### src/rtl/id_stage.sv
// id_stage: registered instruction-decode stage for the 16-bit CPU.
// Decodes one opcode per cycle, holds it behind valid/ready, and bubbles on load-use hazards.
module id_stage #(
    parameter int DATA_W     = 16,
    parameter int REG_ADDR_W = 4
) (
    input  logic                  clk_i,
    input  logic                  rst_ni,
    input  logic                  if_valid_i,
    input  logic [15:0]           if_op_i,
    input  logic [DATA_W-1:0]     if_pc_i,
    output logic                  if_ready_o,
    input  logic                  flush_i,
    input  logic                  ex_ready_i,
    output logic                  id_valid_o,
    output logic [DATA_W-1:0]     id_pc_o,
    output logic                  read_en1_o,
    output logic                  read_en2_o,
    output logic [REG_ADDR_W-1:0] read_addr1_o,
    output logic [REG_ADDR_W-1:0] read_addr2_o,
    output logic                  reg_write_o,
    output logic [REG_ADDR_W-1:0] reg_addr_o,
    output logic                  mem_read_o,
    output logic                  mem_write_o,
    output logic [DATA_W-1:0]     imm_o,
    output logic [3:0]            alu_op_o,
    output logic [2:0]            br_type_o,
    output logic                  illegal_o
);
    // state | meaning
    // EMPTY | no instruction held, id_valid_o = 0
    // FULL  | decoded instruction held until execute takes it
    typedef enum logic {EMPTY = 1'b0, FULL = 1'b1} state_t;

    localparam logic [3:0] ALU_ADD     = 4'd0;
    localparam logic [3:0] ALU_SUB     = 4'd1;
    localparam logic [3:0] ALU_AND     = 4'd2;
    localparam logic [3:0] ALU_OR      = 4'd3;
    localparam logic [3:0] ALU_SLL     = 4'd4;
    localparam logic [3:0] ALU_SRL     = 4'd5;
    localparam logic [3:0] ALU_SRA     = 4'd6;
    localparam logic [3:0] ALU_SRAV    = 4'd7;
    localparam logic [3:0] ALU_CMP     = 4'd8;
    localparam logic [3:0] ALU_PASS_A  = 4'd9;
    localparam logic [3:0] ALU_PASS_B  = 4'd10;
    localparam logic [3:0] ALU_PASS_PC = 4'd11;

    localparam logic [2:0] BR_B     = 3'd1;
    localparam logic [2:0] BR_BEQZ  = 3'd2;
    localparam logic [2:0] BR_BNEZ  = 3'd3;
    localparam logic [2:0] BR_BTEQZ = 3'd4;
    localparam logic [2:0] BR_JR    = 3'd5;

    localparam logic [REG_ADDR_W-1:0] REG_SP = REG_ADDR_W'(8);
    localparam logic [REG_ADDR_W-1:0] REG_T  = REG_ADDR_W'(9);
    localparam logic [REG_ADDR_W-1:0] REG_IH = REG_ADDR_W'(10);
    localparam logic [REG_ADDR_W-1:0] REG_RA = REG_ADDR_W'(11);

    typedef struct packed {
        logic                  read_en1;
        logic                  read_en2;
        logic [REG_ADDR_W-1:0] read_addr1;
        logic [REG_ADDR_W-1:0] read_addr2;
        logic                  reg_write;
        logic [REG_ADDR_W-1:0] reg_addr;
        logic                  mem_read;
        logic                  mem_write;
        logic [DATA_W-1:0]     imm;
        logic [3:0]            alu_op;
        logic [2:0]            br_type;
        logic                  illegal;
    } dec_t;

    state_t              state_q, state_d;
    dec_t                dec, dec_q;
    logic [DATA_W-1:0]   pc_q;
    logic                ill, hazard, if_ready, load;
    logic [REG_ADDR_W-1:0] rx, ry, rz;
    logic [DATA_W-1:0]   se4, se5, se8, se11, ze8, shamt;

    assign rx    = REG_ADDR_W'(if_op_i[10:8]);
    assign ry    = REG_ADDR_W'(if_op_i[7:5]);
    assign rz    = REG_ADDR_W'(if_op_i[4:2]);
    assign se4   = {{(DATA_W-4){if_op_i[3]}}, if_op_i[3:0]};
    assign se5   = {{(DATA_W-5){if_op_i[4]}}, if_op_i[4:0]};
    assign se8   = {{(DATA_W-8){if_op_i[7]}}, if_op_i[7:0]};
    assign se11  = {{(DATA_W-11){if_op_i[10]}}, if_op_i[10:0]};
    assign ze8   = {{(DATA_W-8){1'b0}}, if_op_i[7:0]};
    // A shift field of zero encodes a shift by 8.
    assign shamt = (if_op_i[4:2] == 3'd0) ? DATA_W'(8) : DATA_W'(if_op_i[4:2]);

    always_comb begin
        dec = '0;
        ill = 1'b0;
        case (if_op_i[15:11])
            5'b00001: ill = (if_op_i[10:0] != 11'd0);
            5'b00010: begin dec.imm = se11; dec.br_type = BR_B; end
            5'b00100: begin
                dec.read_en1 = 1'b1; dec.read_addr1 = rx; dec.imm = se8; dec.br_type = BR_BEQZ;
            end
            5'b00101: begin
                dec.read_en1 = 1'b1; dec.read_addr1 = rx; dec.imm = se8; dec.br_type = BR_BNEZ;
            end
            5'b00110: begin
                dec.read_en2 = 1'b1; dec.read_addr2 = ry;
                dec.reg_write = 1'b1; dec.reg_addr = rx; dec.imm = shamt;
                case (if_op_i[1:0])
                    2'b00:   dec.alu_op = ALU_SLL;
                    2'b10:   dec.alu_op = ALU_SRL;
                    2'b11:   dec.alu_op = ALU_SRA;
                    default: ill = 1'b1;
                endcase
            end
            5'b01000: begin
                dec.read_en1 = 1'b1; dec.read_addr1 = rx;
                dec.reg_write = 1'b1; dec.reg_addr = ry; dec.imm = se4;
                ill = if_op_i[4];
            end
            5'b01001: begin
                dec.read_en1 = 1'b1; dec.read_addr1 = rx;
                dec.reg_write = 1'b1; dec.reg_addr = rx; dec.imm = se8;
            end
            5'b01100: begin
                case (if_op_i[10:8])
                    3'b000: begin
                        dec.read_en1 = 1'b1; dec.read_addr1 = REG_T;
                        dec.imm = se8; dec.br_type = BR_BTEQZ;
                    end
                    3'b011: begin
                        dec.read_en1 = 1'b1; dec.read_addr1 = REG_SP;
                        dec.reg_write = 1'b1; dec.reg_addr = REG_SP; dec.imm = se8;
                    end
                    3'b100: begin
                        dec.read_en1 = 1'b1; dec.read_addr1 = rx;
                        dec.reg_write = 1'b1; dec.reg_addr = REG_SP; dec.alu_op = ALU_PASS_A;
                        ill = (if_op_i[4:0] != 5'd0);
                    end
                    default: ill = 1'b1;
                endcase
            end
            5'b01101: begin
                dec.reg_write = 1'b1; dec.reg_addr = rx; dec.imm = ze8; dec.alu_op = ALU_PASS_B;
            end
            5'b01111: begin
                dec.read_en2 = 1'b1; dec.read_addr2 = ry;
                dec.reg_write = 1'b1; dec.reg_addr = rx; dec.alu_op = ALU_PASS_B;
                ill = (if_op_i[4:0] != 5'd0);
            end
            5'b10010: begin
                dec.read_en1 = 1'b1; dec.read_addr1 = REG_SP;
                dec.reg_write = 1'b1; dec.reg_addr = rx; dec.mem_read = 1'b1; dec.imm = se8;
            end
            5'b10011: begin
                dec.read_en1 = 1'b1; dec.read_addr1 = rx;
                dec.reg_write = 1'b1; dec.reg_addr = ry; dec.mem_read = 1'b1; dec.imm = se5;
            end
            5'b11010: begin
                dec.read_en1 = 1'b1; dec.read_addr1 = REG_SP;
                dec.read_en2 = 1'b1; dec.read_addr2 = rx; dec.mem_write = 1'b1; dec.imm = se8;
            end
            5'b11011: begin
                dec.read_en1 = 1'b1; dec.read_addr1 = rx;
                dec.read_en2 = 1'b1; dec.read_addr2 = ry; dec.mem_write = 1'b1; dec.imm = se5;
            end
            5'b11100: begin
                dec.read_en1 = 1'b1; dec.read_addr1 = rx;
                dec.read_en2 = 1'b1; dec.read_addr2 = ry;
                dec.reg_write = 1'b1; dec.reg_addr = rz;
                case (if_op_i[1:0])
                    2'b01:   dec.alu_op = ALU_ADD;
                    2'b11:   dec.alu_op = ALU_SUB;
                    default: ill = 1'b1;
                endcase
            end
            5'b11101: begin
                dec.read_en1 = 1'b1; dec.read_addr1 = rx;
                dec.read_en2 = 1'b1; dec.read_addr2 = ry;
                dec.reg_write = 1'b1; dec.reg_addr = rx;
                case (if_op_i[4:0])
                    5'b01100: dec.alu_op = ALU_AND;
                    5'b01101: dec.alu_op = ALU_OR;
                    5'b01010: begin dec.alu_op = ALU_CMP; dec.reg_addr = REG_T; end
                    5'b00111: begin dec.alu_op = ALU_SRAV; dec.reg_addr = ry; end
                    5'b00000: begin
                        // Jump / PC group: overrides the two-source defaults above.
                        dec.read_en2 = 1'b0; dec.read_addr2 = '0;
                        dec.reg_write = 1'b0; dec.reg_addr = '0;
                        case (if_op_i[7:5])
                            3'b000: begin dec.alu_op = ALU_PASS_A; dec.br_type = BR_JR; end
                            3'b110: begin
                                dec.reg_write = 1'b1; dec.reg_addr = REG_RA;
                                dec.alu_op = ALU_PASS_PC; dec.br_type = BR_JR;
                            end
                            3'b010: begin
                                dec.read_en1 = 1'b0; dec.read_addr1 = '0;
                                dec.reg_write = 1'b1; dec.reg_addr = rx; dec.alu_op = ALU_PASS_PC;
                            end
                            3'b001: begin
                                dec.read_addr1 = REG_RA; dec.alu_op = ALU_PASS_A; dec.br_type = BR_JR;
                                ill = (if_op_i[10:8] != 3'd0);
                            end
                            default: ill = 1'b1;
                        endcase
                    end
                    default: ill = 1'b1;
                endcase
            end
            5'b11110: begin
                dec.read_en1 = 1'b1; dec.reg_write = 1'b1; dec.alu_op = ALU_PASS_A;
                case (if_op_i[7:0])
                    8'h00:   begin dec.read_addr1 = REG_IH; dec.reg_addr = rx; end
                    8'h01:   begin dec.read_addr1 = rx; dec.reg_addr = REG_IH; end
                    default: ill = 1'b1;
                endcase
            end
            default: ill = 1'b1;
        endcase
        if (ill) begin
            dec         = '0;
            dec.illegal = 1'b1;
        end
    end

    // Load-use: the held load's destination is read by the incoming opcode.
    assign hazard = (state_q == FULL) & dec_q.mem_read & dec_q.reg_write &
                    ((dec.read_en1 & (dec.read_addr1 == dec_q.reg_addr)) |
                     (dec.read_en2 & (dec.read_addr2 == dec_q.reg_addr)));

    always_ff @(posedge clk_i) begin
        if (!rst_ni) state_q <= EMPTY;
        else         state_q <= state_d;
    end

    always_comb begin
        state_d  = state_q;
        load     = 1'b0;
        if_ready = ~hazard & ((state_q == EMPTY) | ex_ready_i);
        case (state_q)
            EMPTY: begin
                if (!flush_i && if_valid_i && if_ready) begin
                    load    = 1'b1;
                    state_d = FULL;
                end
            end
            FULL: begin
                if (flush_i)                       state_d = EMPTY;
                else if (if_valid_i && if_ready)   load    = 1'b1;
                else if (ex_ready_i)               state_d = EMPTY;
            end
            default: state_d = EMPTY;
        endcase
    end

    always_ff @(posedge clk_i) begin
        if (!rst_ni) begin
            dec_q <= '0;
            pc_q  <= '0;
        end else if (load) begin
            dec_q <= dec;
            pc_q  <= if_pc_i;
        end
    end

    assign if_ready_o   = if_ready;
    assign id_valid_o   = (state_q == FULL);
    assign id_pc_o      = pc_q;
    assign read_en1_o   = dec_q.read_en1;
    assign read_en2_o   = dec_q.read_en2;
    assign read_addr1_o = dec_q.read_addr1;
    assign read_addr2_o = dec_q.read_addr2;
    assign reg_write_o  = dec_q.reg_write;
    assign reg_addr_o   = dec_q.reg_addr;
    assign mem_read_o   = dec_q.mem_read;
    assign mem_write_o  = dec_q.mem_write;
    assign imm_o        = dec_q.imm;
    assign alu_op_o     = dec_q.alu_op;
    assign br_type_o    = dec_q.br_type;
    assign illegal_o    = dec_q.illegal;
endmodule

### config.mk
export PLATFORM = sky130hd
export DESIGN_NAME = id_stage
export DESIGN_NICKNAME = d
export VERILOG_FILES = /design/src/rtl/id_stage.sv
export SDC_FILE = /design/constraint.sdc
export NUM_CORES = 1
export LEC_CHECK = 0
export ABC_AREA = 1
export CAP_MARGIN = 10
export CORE_AREA = 2 2 103 105
export DETAILED_ROUTE_END_ITERATION = 6
export DIE_AREA = 0 0 105 107
export MAX_ROUTING_LAYER = met4
export PLACE_DENSITY = 0.66
export SYNTH_ARGS = -nofsm -noshare
export SYNTH_HDL_FRONTEND = slang
export SYNTH_SLANG_ARGS = --single-unit
### constraint.sdc
create_clock -name clk_i -period 6.59 [get_ports clk_i]
set_clock_uncertainty 0.2 [all_clocks]
set_input_delay 1.318 -clock clk_i [delete_from_list [all_inputs] [get_ports clk_i]]
set_output_delay 1.318 -clock clk_i [all_outputs]
set_load 0.03 [all_outputs]
==> summary.md <==
| Metric | Value |
|---|---|
| Status | finished clean |
| Placer Congestion | 1.02 |
| Clk_lat worst skew | 0.32 ns |
| R2R setup slack | 3.83 ns |
| H-tree depth | 2 |
| Area post-placement | 4890 um^2 |
| Initial core utilization | 39.3% |
| Max Clk Rate | 0.160 GHz |
| Hold path start | alu_op_o[1]$_SDFFE_PN0P_ |
| R2R depth | 16 |
| Commonest non-fill, non-tap cells in the layout | nand2_1 (209), nor2_1 (154), inv_1 (114) |
| 1st-iter DRT viols | 323 |
| Final-layout fill cell count | 1,157 |
| RSZ-0062 raised after global routing | false |
| Ys flop type | dfxtp_1 |
| Worst Hold Class | reg2reg |
| Syn_area_per_cell | 5.53 um^2 |
| Num CTS Buffers | 5 |
| Total grt overflow | 0 |
| Max Cap Viol | 0 |
| Cell area power density | 165 nW/um^2 |
| Period utilization | 94.6% |
| Die area | 11,200 um^2 |
| Synth Net Count | 753 |
| Most common cell after layout, fill and taps aside | nand2_1 |
| Core area | 10,100 um^2 |
| Seq cells post-synth | 52 |
| Worst r2r src | reg_addr_o[3]$_SDFFE_PN0P_ |
| IO buf count | 94 |
| Worst VDD drop | 0.0000970 V |
| Critical path peak fanout | 11 |
| CTS tree | built |
| Cells after synthesis | 716 |
| Setup Buffers After CTS | 0 |
| Actual slew at the worst max-slew pin | 0.950 ns |
| Yosys cell types | 30 |
| Residual DRC | 0 |
| Vias | 4,526 |
| FP Rows | 37 |
| Synth Cell Area | 3960 um^2 |
| Area of the multi-input gates | 2250 um^2 |
| Final max-slew violation count | 0 |
| Leakage power total | 2.48 nW |
| Setup violators final | 0 |
| Post-synth EDFFs | 0 |
| Slowest CP cell | clkdlybuf4s50_1 |
| First drt pass iteration count | 5 |
| Post-route cell area | 4980 um^2 |
| Pwr Total | 0.000820 W |
| # nets final | 827 |
| WS Path Type | in2out |
| Worst Path Arrival | 4.72 ns |
| Hold Path Depth | 4 |
| DR WL/cell | 14.5 um |
| R2R Path End | id_pc_o[13]$_SDFFE_PN0P_ |
| Largest net degree at the start of global routing | 55 |
| Post-layout instance count excluding filler cells | 927 |
| First-pass GRT wire length | 21,300 um |
| Crit. End Element | output port |
| Share of cells above drive strength 1 | 4.80% |
| Placed cell count | 919 |
| Crit path required time | 5.07 ns |
| CP Cell Sequence | clkdlybuf4s50_1, inv_2, nand2_1, nor2_1, nand2_1, nand3_1, nor2_1, nand3_4, inv_2, nor2_2, nand3_1, nand2_1, nor2_1, nand2_1, nand2_1, nand2_2, nand2_1, inv_1, clkdlybuf4s50_1 |
| Fin Setup TNS | 0 ns |
| Layout Area Growth over Synthesis | 25.8% |
| Biggest cell delay along the critical path | 0.68 ns |
| Max Buffers Root-to-Sink | 2 |
| Clock transition at path regs | 0.10 ns |
| Io pins | 96 |
| Crit path buf inv count | 5 |
| Hold_buf cts | 0 |
| Initial antenna violation count | 0 |
| Yosys warns | 0 |
| Asr flop ratio synth | 0% |
| Critical path launch point type | primary input |
| Post-CTS sizing | 0 |
| Crit-path most repeated cell | nand2_1 |
| Hold path endpoint | alu_op_o[1]$_SDFFE_PN0P_ |
| Vias per cell | 4.88 |
| GRT Overall Usage | 24.4% |
| Number of global-route vias before repair | 4,073 |
| Slew HR | 36.7% |
| DPL Wire Length | 10,600 um |
| TritonCTS Sinks | 52 |
| Antenna diode count | 0 |
| Sequential Area | 1040 um^2 |
| Routed Antenna Nets | 0 |
| Root Driver | clkbuf_8 |
| Final Hold Viols | 0 |
| Die H | 107 um |
| Top delay family on crit path | simple AND/OR/NAND/NOR gates |
| Width of the die | 105 um |
| Seq/Total Area, Yosys | 26.3% |
| Final wirelength | 13,400 um |
| Final min period | 6.24 ns |
## logic make-up (layout without fill, tap and decap cells)
family                 Yosys count  count (layout)  synth area share (%)
AO/OA/AOI/OAI                   48              48                  6.79
buffers and inverters          152             227                  16.8
flip-flops                      52              52                  26.3
other                            1               1                0.0947
AND/OR/NAND/NOR                463             463                  50.0
## synthesized netlist by cell type (2+ instances only)
library cell | number | area share, %
a221oi_1 | 2 | 0.44
o21ai_0 | 24 | 3.0
nor2_4 | 3 | 0.85
a21oi_1 | 11 | 1.4
buf_2 | 7 | 0.88
nor3_1 | 9 | 1.1
nor2_2 | 8 | 1.3
nand2_1 | 209 | 20
nand2_2 | 3 | 0.47
buf_4 | 7 | 1.3
buf_6 | 8 | 2.3
nand3_4 | 2 | 0.88
a22oi_1 | 3 | 0.57
dfxtp_1 | 52 | 26
nand4_1 | 28 | 4.4
buf_1 | 5 | 0.47
nor2_1 | 154 | 15
nand3_1 | 42 | 5.3
inv_1 | 114 | 11
inv_2 | 5 | 0.47
o22ai_1 | 6 | 0.95
clkbuf_1 | 6 | 0.57
## worst reg2reg max path: cells and delay by family (launching register included)
family,cells,cell delay [ns]
and+or+nand+nor,12,1.25
DFF,1,0.41
buffers and inverters,4,0.86
## sequential cells by signal (all words and copies together), names as in the netlist, 3 cells and up
| name | count |
|---|---|
| imm_o | 11 |
| reg_addr_o | 4 |
| br_type_o | 3 |
| read_addr1_o | 4 |
| alu_op_o | 4 |
| read_addr2_o | 3 |
| id_pc_o | 16 |
## power breakdown
group | total [W] | switching [W] | internal (W)
clock network | 0.000191 | 0.000115 | 0.0000759
logic | 0.000283 | 0.000178 | 0.000104
registers | 0.000346 | 0.0000113 | 0.000335
total | 0.000820 | 0.000305 | 0.000515
## metrics by stage
stage               hold slack [ns]  setup WS [ns]  util, %
finish                        0.313          0.355     49.4
CTS                           0.318          0.411     49.4
global route                  0.339         0.0707     49.4
detailed placement            0.300          0.410     48.5
global placement              0.297          0.427     48.5
floorplan                     0.431           1.83        -
## routing by layer
metal,share of wire [%],vias to the layer above,track usage [%]
met4,1.3,0,6.00
met3,7.1,16,3.59
met2,46,174,38.1
met5,0,-,-
li1,-,2332,-
met1,46,2004,33.3
## worst max path at each step
stage,cells after the start,startpoint,endpoint,slack [ns]
after floorplan,18,if_op_i[13],if_ready_o,1.83
after global placement,19,if_op_i[15],if_ready_o,0.43
after detailed placement,19,if_op_i[15],if_ready_o,0.41
after CTS,19,if_op_i[15],if_ready_o,0.41
after global routing,19,if_op_i[15],if_ready_o,0.07
final,19,if_op_i[15],if_ready_o,0.35
## cell type report
type / instances / share of cell area (%)
clock inverter: 2 / 0.326
clock buffer: 6 / 1.46
tap: 136 / 3.42
multi-input combinational: 512 / 45.3
sequential: 52 / 20.9
timing repair buffer: 100 / 19.7
inverter: 119 / 8.97
Note: power is estimated with default switching activity, not from simulation.
